File: config.mk
export PLATFORM = sky130hd
export DESIGN_NAME = systolic_seq
export DESIGN_NICKNAME = d
export VERILOG_FILES = /design/src/rtl/systolic_seq.sv
export SDC_FILE = /design/constraint.sdc
export NUM_CORES = 1
export LEC_CHECK = 0
export CAP_MARGIN = 20
export CORE_AREA = 10 10 123 125
export CTS_BUF_LIST = sky130_fd_sc_hd__clkbuf_8
export CTS_CLUSTER_SIZE = 28
export DETAILED_ROUTE_END_ITERATION = 8
export DIE_AREA = 0 0 133 135
export DONT_BUFFER_PORTS = 1
export PLACE_DENSITY = 0.76
export SLEW_MARGIN = 5
export SYNTH_ARGS = -nofsm -noshare
export SYNTH_HDL_FRONTEND = slang
export SYNTH_SLANG_ARGS = --single-unit
File: constraint.sdc
create_clock -name clk -period 9.7 [get_ports clk]
set_input_delay 0.97 -clock clk [delete_from_list [all_inputs] [get_ports clk]]
set_output_delay 0.97 -clock clk [all_outputs]
set_load 0.005 [all_outputs]
File: src/rtl/systolic_seq.sv
// systolic_seq: job sequencer for the NxN systolic array.
// Clears the array, drives skewed feeds, drains results, reports done.
module systolic_seq #(
  parameter int N    = 16,
  parameter int KMAX = 256,
  parameter int SW   = $clog2(N + 1),
  parameter int KW   = $clog2(KMAX + 1)
) (
  input  logic            clk,
  input  logic            reset_n,
  input  logic            start,
  input  logic            abort,
  input  logic [SW-1:0]   size_m,
  input  logic [SW-1:0]   size_p,
  input  logic [KW-1:0]   size_k,
  output logic            busy,
  output logic            done,
  output logic            err,
  output logic            array_clear,
  output logic            array_through,
  output logic [N-1:0]    left_en,
  output logic [N-1:0]    top_en,
  output logic [KW+SW:0]  feed_t,
  output logic            out_valid,
  output logic [SW-1:0]   out_row
);

  localparam int CW = KW + SW + 1;
  localparam logic [CW-1:0] NC = CW'(N);
  localparam logic [CW-1:0] KC = CW'(KMAX);

  typedef enum logic [2:0] {
    S_IDLE,
    S_CLEAR,
    S_FEED,
    S_DRAIN,
    S_DONE
  } state_e;

  state_e        state_q, state_d;
  logic [CW-1:0] cnt_q, cnt_d;
  logic [SW-1:0] m_q, m_d;
  logic [SW-1:0] p_q, p_d;
  logic [KW-1:0] k_q, k_d;
  logic          busy_q, busy_d;
  logic          done_q, done_d;
  logic          err_q, err_d;
  logic          clr_q, clr_d;
  logic          thr_q, thr_d;
  logic          ov_q, ov_d;
  logic [SW-1:0] row_q, row_d;
  logic [CW-1:0] last_t;
  logic          legal;

  // Final feed step L-1; only meaningful while sizes are latched.
  assign last_t = CW'(k_q) + CW'(m_q) + CW'(p_q) - CW'(3);

  assign legal = (size_m != '0) && (CW'(size_m) <= NC) &&
                 (size_p != '0) && (CW'(size_p) <= NC) &&
                 (size_k != '0) && (CW'(size_k) <= KC);

  // Next state, step counter, size latch and registered outputs.
  always_comb begin
    state_d = state_q;
    cnt_d   = cnt_q;
    m_d     = m_q;
    p_d     = p_q;
    k_d     = k_q;
    err_d   = 1'b0;
    unique case (state_q)
      S_IDLE: begin
        cnt_d = '0;
        if (start && !abort) begin
          if (legal) begin
            m_d     = size_m;
            p_d     = size_p;
            k_d     = size_k;
            state_d = S_CLEAR;
          end else begin
            err_d = 1'b1;
          end
        end
      end
      S_CLEAR: begin
        cnt_d   = '0;
        state_d = S_FEED;
      end
      S_FEED: begin
        if (cnt_q == last_t) begin
          cnt_d   = '0;
          state_d = S_DRAIN;
        end else begin
          cnt_d = cnt_q + CW'(1);
        end
      end
      S_DRAIN: begin
        if (cnt_q == NC - CW'(1)) begin
          cnt_d   = '0;
          state_d = S_DONE;
        end else begin
          cnt_d = cnt_q + CW'(1);
        end
      end
      S_DONE: begin
        cnt_d   = '0;
        m_d     = '0;
        p_d     = '0;
        k_d     = '0;
        state_d = S_IDLE;
      end
      default: begin
        cnt_d   = '0;
        state_d = S_IDLE;
      end
    endcase
    if (abort && state_q != S_IDLE) begin
      state_d = S_IDLE;
      cnt_d   = '0;
      m_d     = '0;
      p_d     = '0;
      k_d     = '0;
    end
    busy_d = state_d != S_IDLE;
    clr_d  = state_d == S_CLEAR;
    thr_d  = state_d == S_DRAIN;
    done_d = state_d == S_DONE;
    ov_d   = thr_d && (cnt_d >= NC - CW'(m_d));
    row_d  = thr_d ? SW'(NC - CW'(1) - cnt_d) : '0;
  end

  // State and output registers.
  always_ff @(posedge clk or negedge reset_n) begin
    if (!reset_n) begin
      state_q <= S_IDLE;
      cnt_q   <= '0;
      m_q     <= '0;
      p_q     <= '0;
      k_q     <= '0;
      busy_q  <= 1'b0;
      done_q  <= 1'b0;
      err_q   <= 1'b0;
      clr_q   <= 1'b0;
      thr_q   <= 1'b0;
      ov_q    <= 1'b0;
      row_q   <= '0;
    end else begin
      state_q <= state_d;
      cnt_q   <= cnt_d;
      m_q     <= m_d;
      p_q     <= p_d;
      k_q     <= k_d;
      busy_q  <= busy_d;
      done_q  <= done_d;
      err_q   <= err_d;
      clr_q   <= clr_d;
      thr_q   <= thr_d;
      ov_q    <= ov_d;
      row_q   <= row_d;
    end
  end

  // Skewed feed enables decoded from the step count and latched sizes.
  always_comb begin
    left_en = '0;
    top_en  = '0;
    feed_t  = '0;
    if (state_q == S_FEED) begin
      feed_t = cnt_q;
      for (int i = 0; i < N; i++) begin
        left_en[i] = (CW'(i) < CW'(m_q)) && (cnt_q >= CW'(i)) &&
                     (cnt_q < CW'(i) + CW'(k_q));
        top_en[i]  = (CW'(i) < CW'(p_q)) && (cnt_q >= CW'(i)) &&
                     (cnt_q < CW'(i) + CW'(k_q));
      end
    end
  end

  assign busy          = busy_q;
  assign done          = done_q;
  assign err           = err_q;
  assign array_clear   = clr_q;
  assign array_through = thr_q;
  assign out_valid     = ov_q;
  assign out_row       = row_q;

endmodule

---- Word level (Yosys, flattened, before mapping) ----
Index checks and enable logic that the tools add are counted.
W data, S select, Z words.
storage, ports and cells
  logic and storage cells ................. 222
  flip-flop bits (word level) ............. 48
  output and inout port bits .............. 58
operators by class
  order comparisons ....................... 68
  reduce and logical (&&, ||, !) cells .... 81
  $add $sub $neg .......................... 21
  equality and inequality tests ........... 11
  muxes and demuxes ....................... 29
operators with widths
  cell                     count
  $lt A15 B10 Y1           15
  $ge A15 B4 Y1 const B    8
  $add A4 B9 Y10 const A   8
  $lt A4 B5 Y1 const A     16
  $logic_and A1 B1 Y1      72
  $ge A15 B3 Y1 const B    4
  $mux W15                 4
  $add A3 B9 Y10 const A   4
  $lt A3 B5 Y1 const A     8
  $mux W5                  7
  $mux W16                 2
  $ge A15 B1 Y1 const B    2
  $ge A15 B2 Y1 const B    2
  $pmux W15 S2             1
  $mux W9                  3
  $add A2 B9 Y10 const A   2
  $lt A1 B5 Y1 const A     4
  $lt A2 B5 Y1 const A     4
  $pmux W5 S2              2
  $pmux W9 S2              1
  $add A15 B1 Y15 const B  1
  $eq A15 B15 Y1           1
  $eq A15 B4 Y1 const B    1
  $ge A15 B15 Y1           1
  22 further kinds         37

---- Logic depth before layout (Yosys ltp) ----
  depth in word-level cells ............... 13
  gate-level depth with buffers ........... 25
  gate-level depth less buffers ........... 23

---- Worst setup path after synthesis ----
Ideal clock, no wire load.
  kind .................................... register to register
  start point ............................. register m_q[1]
  end point ............................... register ov_q, in the netlist out_valid
  library setup time ...................... 0.119 ns
  cell stages (with the launch flop) ...... 24
  clock period less this slack ............ 5.182 ns
  arrival time ............................ 5.063 ns
  setup slack ............................. 4.518 ns
  data required time ...................... 9.581 ns
  cell sequence ........................... dfrtp_1 clkbuf_1 inv_1 fa_1 inv_1 ha_1 ha_1 fa_1 a21oi_1 o21bai_1 a221oi_1 mux2_2 nor3_1 nand4b_1 nand4_1 buf_2 nor2_1 ha_1 a21o_1 a21o_1 a221o_1 a31oi_1 o211ai_1 and2_1
between the ends
  cells in the longest elaborated chain, start to end .. 9
  elaborated cells on any way between the ends .. 18
  classes of those cells .................. add/sub (4); order compare (1); eq/ne (2); mux (10); reduce/logical (1)
ends and longest elaborated chain
  element                   line  RTL
  start: declaration        42    logic [SW-1:0] m_q, m_d;
  start signal: assignment  149   m_q <= m_d;
  $add A9 B5 Y10            56    assign last_t = CW'(k_q) + CW'(m_q) + CW'(p_q) - CW'(3);
  $add A10 B5 Y11           56
  $sub A11 B2 Y12           56
  $eq A15 B15 Y1            89    if (cnt_q == last_t) begin
  $mux W15                  89
  $pmux W15 S2              70    unique case (state_q)
  $mux W15                  116   if (abort && state_q != S_IDLE) begin
  via cnt_d[8]              41    logic [CW-1:0] cnt_q, cnt_d;
  $ge A15 B15 Y1            127   ov_d = thr_d && (cnt_d >= NC - CW'(m_d));
  $logic_and A1 B1 Y1       127
  via ov_d                  50    logic ov_q, ov_d;
  end signal: assignment    157   ov_q <= ov_d;
  end: declaration          50
The timed path passes the listed nets, and every way through them passes these cells.
A chain may end at the register's enable or synchronous reset.

---- Final worst setup path ----
  start point ............................. register k_q[1]
  end point ............................... register ov_q, in the netlist out_valid
between the ends
  cells in the longest elaborated chain, start to end .. 9
  elaborated cells on any way between the ends .. 13
  classes of those cells .................. add/sub (3); order compare (1); eq/ne (2); mux (6); reduce/logical (1)
ends and longest elaborated chain
  element                   line  RTL
  start: declaration        44    logic [KW-1:0] k_q, k_d;
  start signal: assignment  151   k_q <= k_d;
  $add A9 B5 Y10            56
  $add A10 B5 Y11           56
  $sub A11 B2 Y12           56
  $eq A15 B15 Y1            89
  $mux W15                  89
  $pmux W15 S2              70
  $mux W15                  116
  via cnt_d[8]              41
  $ge A15 B15 Y1            127
  $logic_and A1 B1 Y1       127
  via ov_d                  50
The timed path passes the listed nets, and every way through them passes these cells.

==> results by group <==
Synth
  • Ys Warns: 0
  • Synthesized area per cell: 8.110 sq um
  • Synth Area in Adders: 28.58%
  • Complex-gate fraction of the synthesized area: 19.62%
  • Xor and xnor area share after synthesis: 12.54%
  • Post-synth ARST share: 100.0%
  • Synth Area in Simple Gates: between 10% and 20%
  • Post-synth EDFFs: 0
  • Synth Net Count: 1210
  • Mapped Cells: 1004
  • Synth Cell Area: 8143 sq um
  • Yosys top cell area share: between 20% and 30%
  • Largest family of logic cells by synthesized area: adder cells
  • Top post-synthesis cells by area: ha_1, dfrtp_1, xnor2_1
  • Yosys reg bits: 48
  • Library cells used by synthesis: 64
  • Area leader, netlist: ha_1
  • Fraction of the yosys area taken by sequential cells: about 15%
  • Multiplexer share of the synthesized area: 0.3841%
  • Main synth FF type: dfrtp_1

Clock tree
  • Root buffer cell: clkbuf_8
  • Clock transition at path regs: 0.10 ns
  • Clock Tree Buf Depth: 2
  • TritonCTS clock tree: done
  • Post-CTS Resized: 0
  • Htree depth: 2
  • Post-CTS setup buffer count: 0
  • Hold_buf cts: 0
  • Num CTS Buffers: 5
  • Clk_lat worst skew: 0.32 ns
  • TritonCTS Sinks: 48

Die
  • Top Ports: 81
  • Die height: 135 um
  • Row count: 41
  • Die width: 133 um
  • Initial core utilization: 64.79%
  • Die area: 17960 sq um
  • Core area: 12570 sq um

Timing
  • Max Slew Vio Count: 0
  • Fmax achieved: 167.1 MHz
  • Clk_skew: approximately 0.017 ns
  • Final Hold Vio Count: 0
  • Slew HR: between 10% and 20%
  • Fin crit period: 5.983 ns
  • Sum Neg Setup Slack: 0 ns
  • Fin worst setup slack: 3.717 ns
  • RSZ-0062 raised after global routing: false
  • Slew @ Worst Pin: 1.189 ns
  • Final setup violating endpoints: 0
  • Final period util: around 60%

Global routing
  • GRT Util Overall: 29.88%
  • Largest net degree at the start of global routing: 49
  • Initial antenna violation count: 0
  • First-pass GRT wire length: 42780 um
  • Grt total ovfl: 0
  • Number of global-route vias before repair: 7586

Routing
  • Via count: a little under 8000
  • DR WL/cell: 23.55 um
  • Initial DRC count: between 600 and 700
  • Antenna Nets Post-Route: 0
  • DRC viols: 0
  • Detailed Route WL: 27250 um
  • Via density: 6.670
  • Router iterations before antenna repair: 5

Power and ir drop
  • P_leak: 3.955 nW
  • Maximum VDD drop: around 0.16 mV
  • Power per cell area: between 100 and 150 nW/um^2

Placed design
  • Routability cong.: 1.021
  • Dpl hpwl: 20490 um
  • # port buffers: 0
  • Pre-CTS WS: 3.840 ns

Worst setup path
  • R2r setup slk: around 3.7 ns
  • WP data arrival: ~6.2 ns
  • Cell count of the worst reg-to-reg path: 21
  • Worst r2r src: k_q[1]$_DFFE_PN0P_
  • Crit. End Element: flip-flop
  • Worst setup SP type: flip-flop
  • Critical Path RT: between 9 and 10 ns
  • Largest fanout on the critical path: 21
  • End of the worst register-to-register path: out_valid$_DFF_PN0_
  • Worst Setup Path Type: flip-flop to flip-flop

Outcome
  • Run status: complete, no violations

Layout
  • Ant. Diodes: 0
  • # nets final: 1190
  • Syn-to-layout area delta: 3.411%
  • Layout cells sized above 1: 3.858%

Min path
  • Hold Crit Class: input pin to asynchronous set/reset pin

Job
  • Total of max-cap violations: 0
cells in the mapped netlist (all sizes together) (3+ instances only):
cell type and n:
o2111ai 9, a21boi 8, o21bai 6, inv 66
a211oi 10, clkbuf 36, nor2 92, or4 4
o311a 3, fa 5, nor4 11, xor2 13
o21a 22, nor2b 12, a221oi 6, or3 4
a21o 30, nor3 20, a31oi 5, and4 3
and3 18, a311oi 3, a2111oi 7, a21oi 55
o211ai 3, a22o 14, xnor2 101, nor3b 14
nand2 74, nand4 15, and2 6, buf 12
nand3 22, o21ai 33, nand2b 7, dfrtp 48
nand4b 3, clkinv 3, ha 178
sequential cells by signal (all words and copies together) (netlist names):
| signal | flops |
|---|---|
| cnt_q | 15 |
| k_q | 9 |
| m_q | 5 |
| out_row | 5 |
| p_q | 5 |
| state_q | 3 |
| array_clear | 1 |
| array_through | 1 |
| busy | 1 |
| done | 1 |
| err | 1 |
| out_valid | 1 |
cell families after synthesis:
kind of cell / Yosys count
mux: 3
buf+inv: 117
fa+ha+maj: 183
flops: 48
xor+xnor: 115
compound gates: 231
simple gates: 307
metal layers:
| metal | vias to the layer above | wire, um | global-route usage [%] |
|---|---|---|---|
| li1 | 3546 | - | - |
| met2 | 418 | 12560 | 49.45 |
| met5 | - | 0 | 0 |
| met1 | 3642 | 10390 | 34.70 |
| met4 | 0 | 1655 | 17.18 |
| met3 | 111 | 2651 | 7.047 |
worst max-delay path: stages (launching register included):
cell	delay, ns
dfrtp_1	0.55
inv_1	0.23
fa_1	0.52
inv_1	0.04
ha_1	0.29
ha_1	0.23
fa_1	0.41
a21oi_1	0.25
o21bai_1	0.14
a221oi_1	0.27
mux2_2	0.37
nor3_1	0.28
nand4b_1	0.14
nand4_1	0.60
nor2_1	0.16
ha_1	0.35
a21o_1	0.18
a21o_1	0.17
a221o_1	0.29
a31oi_1	0.14
o211ai_1	0.10
and2_1	0.16
power breakdown:
group | total, mW | internal, mW | switching, mW
sequential | 0.262 | 0.217 | 0.0449
clock | 0.127 | 0.0563 | 0.0710
combinational | 0.814 | 0.339 | 0.475
placed cells by master (no fill, tap or decap), types with 7 or more instances in the layout:
cell type,Yosys,final
o21a_1,22,22
nor2b_1,12,12
xor2_1,13,13
a2111oi_0,7,7
a211oi_1,10,10
a21oi_1,54,54
dfrtp_1,48,48
a22o_1,14,14
nor3_1,18,18
and3_1,18,18
nand2b_1,7,7
nand4_1,15,15
o21ai_0,32,32
o2111ai_1,9,9
nor2_1,90,90
nand2_1,74,74
xnor2_1,101,101
buf_4,0,19
a21o_1,30,30
inv_1,65,67
nor4_1,11,11
nor3b_1,14,14
nand3_1,22,22
a21boi_0,8,8
ha_1,178,178
layout make-up:
type	instances	area [sq um]
multi-input cells	839	6495
clock buffers	6	82.58
inverters	69	259.0
flip-flops and latches	48	1201
fillers	1105	4148
clock inverters	2	7.507
repair buffers	21	160.2
well taps	172	215.2
metrics by stage:
stage | total power, mW | hold slack (ns) | utilization [%] | area [sq um] | std cells
2_1_floorplan | 0.8668 | 0.5062 | - | 8143 | 1004
3_3_place_gp | 1.046 | 0.5943 | 66.14 | 8313 | 1147
3_5_place_dp | 1.057 | 0.5792 | 66.14 | 8313 | 1147
4_1_cts | 1.188 | 0.3301 | 66.86 | 8403 | 1155
5_1_grt | 1.307 | 0.3182 | 67.00 | 8421 | 1157
6_report | 1.203 | 0.3264 | 67.00 | 8421 | 1157
worst max path at each step:
stage                       start                   to  cells past startpoint
2_1_floorplan    m_q[1]$_DFF_PN0_  out_valid$_DFF_PN0_                     23
3_3_place_gp   k_q[1]$_DFFE_PN0P_  out_valid$_DFF_PN0_                     21
3_5_place_dp   k_q[1]$_DFFE_PN0P_  out_valid$_DFF_PN0_                     21
4_1_cts        k_q[1]$_DFFE_PN0P_  out_valid$_DFF_PN0_                     21
5_1_grt        k_q[1]$_DFFE_PN0P_  out_valid$_DFF_PN0_                     23
6_report       k_q[1]$_DFFE_PN0P_  out_valid$_DFF_PN0_                     21
Note: power is estimated with default switching activity, not from simulation.
